[config.mk]
export PLATFORM = sky130hd
export DESIGN_NAME = rom_arbiter_flat
export DESIGN_NICKNAME = d
export VERILOG_FILES = /design/src/rtl/rom_arbiter_if.sv /design/src/rtl/rom_arbiter.sv /design/src/flat_wrapper.sv
export SDC_FILE = /design/constraint.sdc
export NUM_CORES = 1
export LEC_CHECK = 0
export BUFFER_PORTS_ARGS = -buffer_cell sky130_fd_sc_hd__buf_2
export CAP_MARGIN = 0
export CELL_PAD_IN_SITES_DETAIL_PLACEMENT = 1
export CELL_PAD_IN_SITES_GLOBAL_PLACEMENT = 2
export CORE_ASPECT_RATIO = 0.75
export CORE_MARGIN = 3
export CORE_UTILIZATION = 25
export DETAILED_ROUTE_END_ITERATION = 8
export GPL_ROUTABILITY_DRIVEN = 0
export GPL_TIMING_DRIVEN = 0
export PLACE_DENSITY_LB_ADDON = 0.1
export RECOVER_POWER = 100
export SYNTH_ARGS = -nofsm -noshare
export SYNTH_HDL_FRONTEND = slang
export SYNTH_SLANG_ARGS = --single-unit
[constraint.sdc]
create_clock -name clk -period 4.5 [get_ports clk]
set_input_delay 0.675 -clock clk [delete_from_list [all_inputs] [get_ports clk]]
set_output_delay 0.675 -clock clk [all_outputs]
set_load 0.03 [all_outputs]
[src/rtl/rom_arbiter_if.sv]
// rom_arbiter_if: requester A/B handshake and shared single-port memory bus.
interface rom_arbiter_if #(
  parameter int ADDR_W = 8,
  parameter int DATA_W = 32
);
  logic              a_valid;
  logic              a_wen;
  logic [ADDR_W-1:0] a_addr;
  logic [DATA_W-1:0] a_wdata;
  logic              a_ready;
  logic [DATA_W-1:0] a_rdata;
  logic              b_valid;
  logic              b_wen;
  logic [ADDR_W-1:0] b_addr;
  logic [DATA_W-1:0] b_wdata;
  logic              b_ready;
  logic [DATA_W-1:0] b_rdata;
  logic              mem_wen;
  logic [ADDR_W-1:0] mem_addr;
  logic [DATA_W-1:0] mem_wdata;
  logic [DATA_W-1:0] mem_rdata;
  modport slave (
    input  a_valid, a_wen, a_addr, a_wdata, b_valid, b_wen, b_addr, b_wdata, mem_rdata,
    output a_ready, a_rdata, b_ready, b_rdata, mem_wen, mem_addr, mem_wdata
  );
  modport master (
    output a_valid, a_wen, a_addr, a_wdata, b_valid, b_wen, b_addr, b_wdata, mem_rdata,
    input  a_ready, a_rdata, b_ready, b_rdata, mem_wen, mem_addr, mem_wdata
  );
endinterface

[src/rtl/rom_arbiter.sv]
// rom_arbiter: round-robin arbiter sharing one single-port memory between requesters A and B.
module rom_arbiter #(
  parameter int ADDR_W = 8,
  parameter int DATA_W = 32
) (
  input  logic          clk,
  input  logic          resetn,
  rom_arbiter_if.slave  bus
);
  typedef enum logic [1:0] {IDLE, ISSUE, WAIT} state_t;
  state_t            r_state;
  state_t            w_next;
  logic              r_last_b;
  logic              r_wen;
  logic [ADDR_W-1:0] r_addr;
  logic [DATA_W-1:0] r_wdata;
  logic              w_grant;
  logic              w_pick_b;
  always_ff @(posedge clk or negedge resetn)
    if (!resetn) r_state <= IDLE;
    else         r_state <= w_next;
  // r_last_b doubles as the current grant owner while in ISSUE/WAIT
  always_comb begin
    w_grant       = (r_state == IDLE) && (bus.a_valid || bus.b_valid);
    w_pick_b      = bus.b_valid && (!bus.a_valid || !r_last_b);
    w_next        = r_state == IDLE ? (w_grant ? ISSUE : IDLE) : r_state == ISSUE ? WAIT : IDLE;
    bus.mem_wen   = (r_state == ISSUE) && r_wen;
    bus.a_ready   = (r_state == WAIT) && !r_last_b;
    bus.b_ready   = (r_state == WAIT) && r_last_b;
    bus.a_rdata   = bus.a_ready ? bus.mem_rdata : '0;
    bus.b_rdata   = bus.b_ready ? bus.mem_rdata : '0;
    bus.mem_addr  = r_addr;
    bus.mem_wdata = r_wdata;
  end
  always_ff @(posedge clk or negedge resetn)
    if (!resetn) begin
      r_last_b <= 1'b1;
      r_wen    <= 1'b0;
      r_addr   <= '0;
      r_wdata  <= '0;
    end else if (w_grant) begin
      r_last_b <= w_pick_b;
      r_wen    <= w_pick_b ? bus.b_wen   : bus.a_wen;
      r_addr   <= w_pick_b ? bus.b_addr  : bus.a_addr;
      r_wdata  <= w_pick_b ? bus.b_wdata : bus.a_wdata;
    end
endmodule

[src/flat_wrapper.sv]
// flat-port wrapper written by rule: the top's interface ports become plain ports
module rom_arbiter_flat 
#(
  parameter int ADDR_W = 8,
  parameter int DATA_W = 32
)
  (clk, resetn, bus_a_valid, bus_a_wen, bus_a_addr, bus_a_wdata, bus_b_valid, bus_b_wen, bus_b_addr, bus_b_wdata, bus_mem_rdata, bus_a_ready, bus_a_rdata, bus_b_ready, bus_b_rdata, bus_mem_wen, bus_mem_addr, bus_mem_wdata);
  rom_arbiter_if #(.ADDR_W(ADDR_W), .DATA_W(DATA_W)) bus_i ();
  input  logic clk;
  input  logic resetn;
  input wire logic [$bits(bus_i.a_valid)-1:0] bus_a_valid;
  input wire logic [$bits(bus_i.a_wen)-1:0] bus_a_wen;
  input wire logic [$bits(bus_i.a_addr)-1:0] bus_a_addr;
  input wire logic [$bits(bus_i.a_wdata)-1:0] bus_a_wdata;
  input wire logic [$bits(bus_i.b_valid)-1:0] bus_b_valid;
  input wire logic [$bits(bus_i.b_wen)-1:0] bus_b_wen;
  input wire logic [$bits(bus_i.b_addr)-1:0] bus_b_addr;
  input wire logic [$bits(bus_i.b_wdata)-1:0] bus_b_wdata;
  input wire logic [$bits(bus_i.mem_rdata)-1:0] bus_mem_rdata;
  output wire logic [$bits(bus_i.a_ready)-1:0] bus_a_ready;
  output wire logic [$bits(bus_i.a_rdata)-1:0] bus_a_rdata;
  output wire logic [$bits(bus_i.b_ready)-1:0] bus_b_ready;
  output wire logic [$bits(bus_i.b_rdata)-1:0] bus_b_rdata;
  output wire logic [$bits(bus_i.mem_wen)-1:0] bus_mem_wen;
  output wire logic [$bits(bus_i.mem_addr)-1:0] bus_mem_addr;
  output wire logic [$bits(bus_i.mem_wdata)-1:0] bus_mem_wdata;
  assign bus_i.a_valid = bus_a_valid;
  assign bus_i.a_wen = bus_a_wen;
  assign bus_i.a_addr = bus_a_addr;
  assign bus_i.a_wdata = bus_a_wdata;
  assign bus_i.b_valid = bus_b_valid;
  assign bus_i.b_wen = bus_b_wen;
  assign bus_i.b_addr = bus_b_addr;
  assign bus_i.b_wdata = bus_b_wdata;
  assign bus_i.mem_rdata = bus_mem_rdata;
  assign bus_a_ready = bus_i.a_ready;
  assign bus_a_rdata = bus_i.a_rdata;
  assign bus_b_ready = bus_i.b_ready;
  assign bus_b_rdata = bus_i.b_rdata;
  assign bus_mem_wen = bus_i.mem_wen;
  assign bus_mem_addr = bus_i.mem_addr;
  assign bus_mem_wdata = bus_i.mem_wdata;
  rom_arbiter #(.ADDR_W(ADDR_W), .DATA_W(DATA_W)) u_core (.clk(clk), .resetn(resetn), .bus(bus_i));
endmodule
==> summary.md <==
| Metric | Value |
|---|---|
| Status | `finished with violations` |
| Violated checks | `capacitance limit, slew limit` |
| Clk slew on worst S/H paths | `approximately 0.060 ns` |
| Hold_buf cts | `0` |
| Post-CTS sizing | `0` |
| Crit path max fanout | `10` |
| CP Capture Type | `output pin` |
| Die X | `between 100 and 150 µm` |
| Critical Path Source Type | `register` |
| WHS Path Cells | `1` |
| Synth cell types | `16` |
| Largest net degree at the start of global routing | `45` |
| Initial antenna violation count | `0` |
| Power Density | `620 mW/mm²` |
| # setup viols final | `0` |
| Height of the chip | `between 90 and 100 µm` |
| Register bit total from synthesis | `44` |
| Vias in the first global route | `around 2700` |
| Fmax | `around 340 MHz` |
| Cts bufs inserted | `5` |
| Top post-synthesis cells by area | `mux2_4 (40%), dfrtp_1 (37%), and2_1 (14%), buf_8 (2.1%), mux2_2 (1.5%)` |
| Worst Max-Slew Pin Slew | `approximately 2.4 ns` |
| Synth area leader | `mux2_4` |
| Setup_tns | `0 ns` |
| Final Max Tran Viols | `45` |
| Ys Warns | `0` |
| Top-count cell post-synth | `mux2_4` |
| Gr usage total | `a little over an eighth` |
| Vias/cell | `4.17` |
| Total power draw | `between 0.002 and 0.003 W` |
| Seq/Total Area, Yosys | `between 30% and 40%` |
| Worst hold slack | `just under 0.5 ns` |
| CTS tree | `done` |
| HPWL Detailed | `7490 µm` |
| First-pass GRT wire length | `~14000 µm` |
| Post-route ant nets | `0` |
| Total congestion overflow | `0` |
| Hold crit path type | `register to register` |
| Fin. Hold Viols | `0` |
| WP data arrival | `roughly 2.3 ns` |
| Initial Util | `about a quarter` |
| Top cells by count, synth | `mux2_4 (78), and2_1 (65), dfrtp_1 (43), clkbuf_1 (6)` |
| Setup crit start | `u_core.r_last_b$_DFFE_PN1P_` |
| ANT cells | `0` |
| Worst endpoint required time | `between 3 and 4 ns` |
| Fill cell count | `between 1000 and 1500` |
| Vias | `approximately 2400` |
| CTS root buffer | `clkbuf_16` |
| Pre-antenna DRT Iters | `4` |
| FF-to-FF End | `u_core.bus.mem_wdata[17]$_DFFE_PN0P_` |
| Post-synthesis cell count | `214` |
| DRC viols | `0` |
| IO buf count | `roughly 220` |
| Post-layout min period | `slightly below 3 ns` |
| Post-synth top area share | `between 40% and 50%` |
| H-tree levels | `2` |
| Crit-path most repeated cell | `clkbuf_1` |
| Setup WS pre-CTS | `around 1.8 ns` |
| Avg Inst Size Synth | `roughly 14 µm²` |
| Prevailing post-synth register cell | `dfrtp_1` |
| Final wirelength | `a little under 9000 µm` |
| Clk buf depth | `2` |
| IO Count | `between 200 and 250` |
| Critical-path cell list | `inv_1 > nor3b_1 > clkbuf_1 > and2_1 > clkbuf_1` |
| Crit path buf inv count | `3` |
| Slew Limit Headroom | `-61.7%` |
| Worst skew pair latency | `between 0.2 and 0.3 ns` |
| WL per Instance | `about 15 µm` |
| Async set-reset flop share out of synthesis | `between 90% and 100%` |
| CP Class | `register to output pin` |
| Syn nets | `332` |
| Worst setup margin | `1.53 ns` |
| R2R depth | `3` |
| Worst vdd ir | `between 0.00015 and 0.0002 V` |
| Die ar. | `between 0.01 and 0.015 mm²` |
| Worst path top cell family by delay | `buffers and inverters` |
| Leakage | `roughly 2.0 nW` |
| FF-to-FF Start | `u_core.r_state[0]$_DFF_PN0_` |
| Final period utilization | `between 60 and 70%` |
| Worst hold start | `u_core.bus.mem_addr[6]$_DFFE_PN0P_` |
| Core Footprint | `approximately 0.011 mm²` |
| Post-synthesis cell area | `approximately 0.0029 mm²` |
| CP max-delay cell | `dfstp_2` |
| Row Count | `33` |
| Max cap viols | `1` |
| Final nets | `563` |
| P&R area growth vs syn | `39.7%` |
| Clock skew | `between 0.003 and 0.004 ns` |
| Reg2reg setup slack | `roughly 2.3 ns` |
| Post-synth EDFFs | `0` |
| Layout cells sized above 1 | `between 40% and 50%` |
| Hold Path Sink | `u_core.bus.mem_addr[6]$_DFFE_PN0P_` |
| RSZ-0062 raised after global routing | `no` |
| Largest stage delay, worst path | `~0.55 ns` |
| 1st-iter DRT viols | `67` |
| # clock sinks | `44` |
| Post-CTS setup buffers | `0` |
[power by group]
group | switching (W) | total [W] | internal, W
sequential | 0.000102 | 0.000706 | 0.000604
clock | 0.000151 | 0.000356 | 0.000205
combinational | 0.000970 | 0.00146 | 0.000486
[layout by cell type (no fill, tap or decap)]
| master | n |
|---|---|
| a21bo_1 | 1 |
| and2_0 | 4 |
| and2_1 | 61 |
| buf_2 | 119 |
| buf_6 | 1 |
| buf_8 | 4 |
| clkbuf_1 | 116 |
| clkbuf_16 | 5 |
| clkinv_2 | 1 |
| clkinvlp_4 | 1 |
| dfrtp_1 | 43 |
| dfstp_2 | 1 |
| inv_1 | 1 |
| mux2_1 | 35 |
| mux2_2 | 4 |
| mux2_4 | 43 |
| mux2i_1 | 1 |
| nor2_1 | 1 |
| nor2b_1 | 1 |
| nor3_1 | 1 |
| nor3b_1 | 2 |
[stage by stage]
| step | instance area (µm²) | instances | util (%) |
|---|---|---|---|
| after floorplan | 2910 | 214 | - |
| after global placement | 4200 | 578 | 37.7 |
| after detailed placement | 4200 | 578 | 37.7 |
| after CTS | 4350 | 586 | 39.0 |
| after global routing | 4060 | 586 | 36.4 |
| final | 4060 | 586 | 36.4 |
[area by class of cell]
cell class	instances	area, µm²	share of cell area (%)
Buffer	15	109	2.68
Clock buffer	6	129	3.17
Clock inverter	2	12.5	0.308
Inverter	1	3.75	0.0924
Multi-Input combinational cell	154	1540	37.9
Sequential cell	44	1100	27.1
Tap cell	140	175	4.31
Timing Repair Buffer	224	990	24.4
[worst reg2reg max path, delay by kind of cell, from the launching register on]
kind / cells / cell delay [ns]
buf+inv: 1 / 0.54
simple gates: 1 / 0.77
mux: 1 / 0.39
flops: 1 / 0.40
[per-layer routing]
layer | vias to the layer above | wire (µm) | track usage (%)
li1 | 1182 | - | -
met1 | 1141 | 3510 | 15.8
met2 | 118 | 4530 | 24.1
met3 | 4 | 866 | 5.05
met4 | 0 | 52 | 2.61
met5 | - | 0 | 0
[flip-flops by register name, indices dropped and copies added, names as in the netlist]
signal,cells
u_core.bus.mem_wdata,32
u_core.bus.mem_addr,8
u_core.r_state,2
u_core.r_last_b,1
u_core.r_wen,1
[how the worst max path moves through the flow]
| stage | endpoint | slack (ns) | depth (start not counted) |
|---|---|---|---|
| floorplan | bus_b_rdata[22] | 2.07 | 4 |
| finish | bus_b_rdata[13] | 1.53 | 5 |
| global route | bus_b_rdata[5] | 1.22 | 5 |
| detailed placement | bus_b_rdata[2] | 1.83 | 5 |
| global placement | bus_b_rdata[13] | 1.92 | 5 |
| CTS | bus_b_rdata[2] | 1.51 | 5 |
[cells by family (layout without fill, tap and decap cells)]
kind of cell | count (synthesis) | in the layout | synth area share [%]
mux | 83 | 83 | 42.2
simple gates | 70 | 70 | 15.2
flops | 44 | 44 | 37.9
buf+inv | 16 | 248 | 4.39
compound gates | 1 | 1 | 0.344
Power figures use the tool's default switching activity.
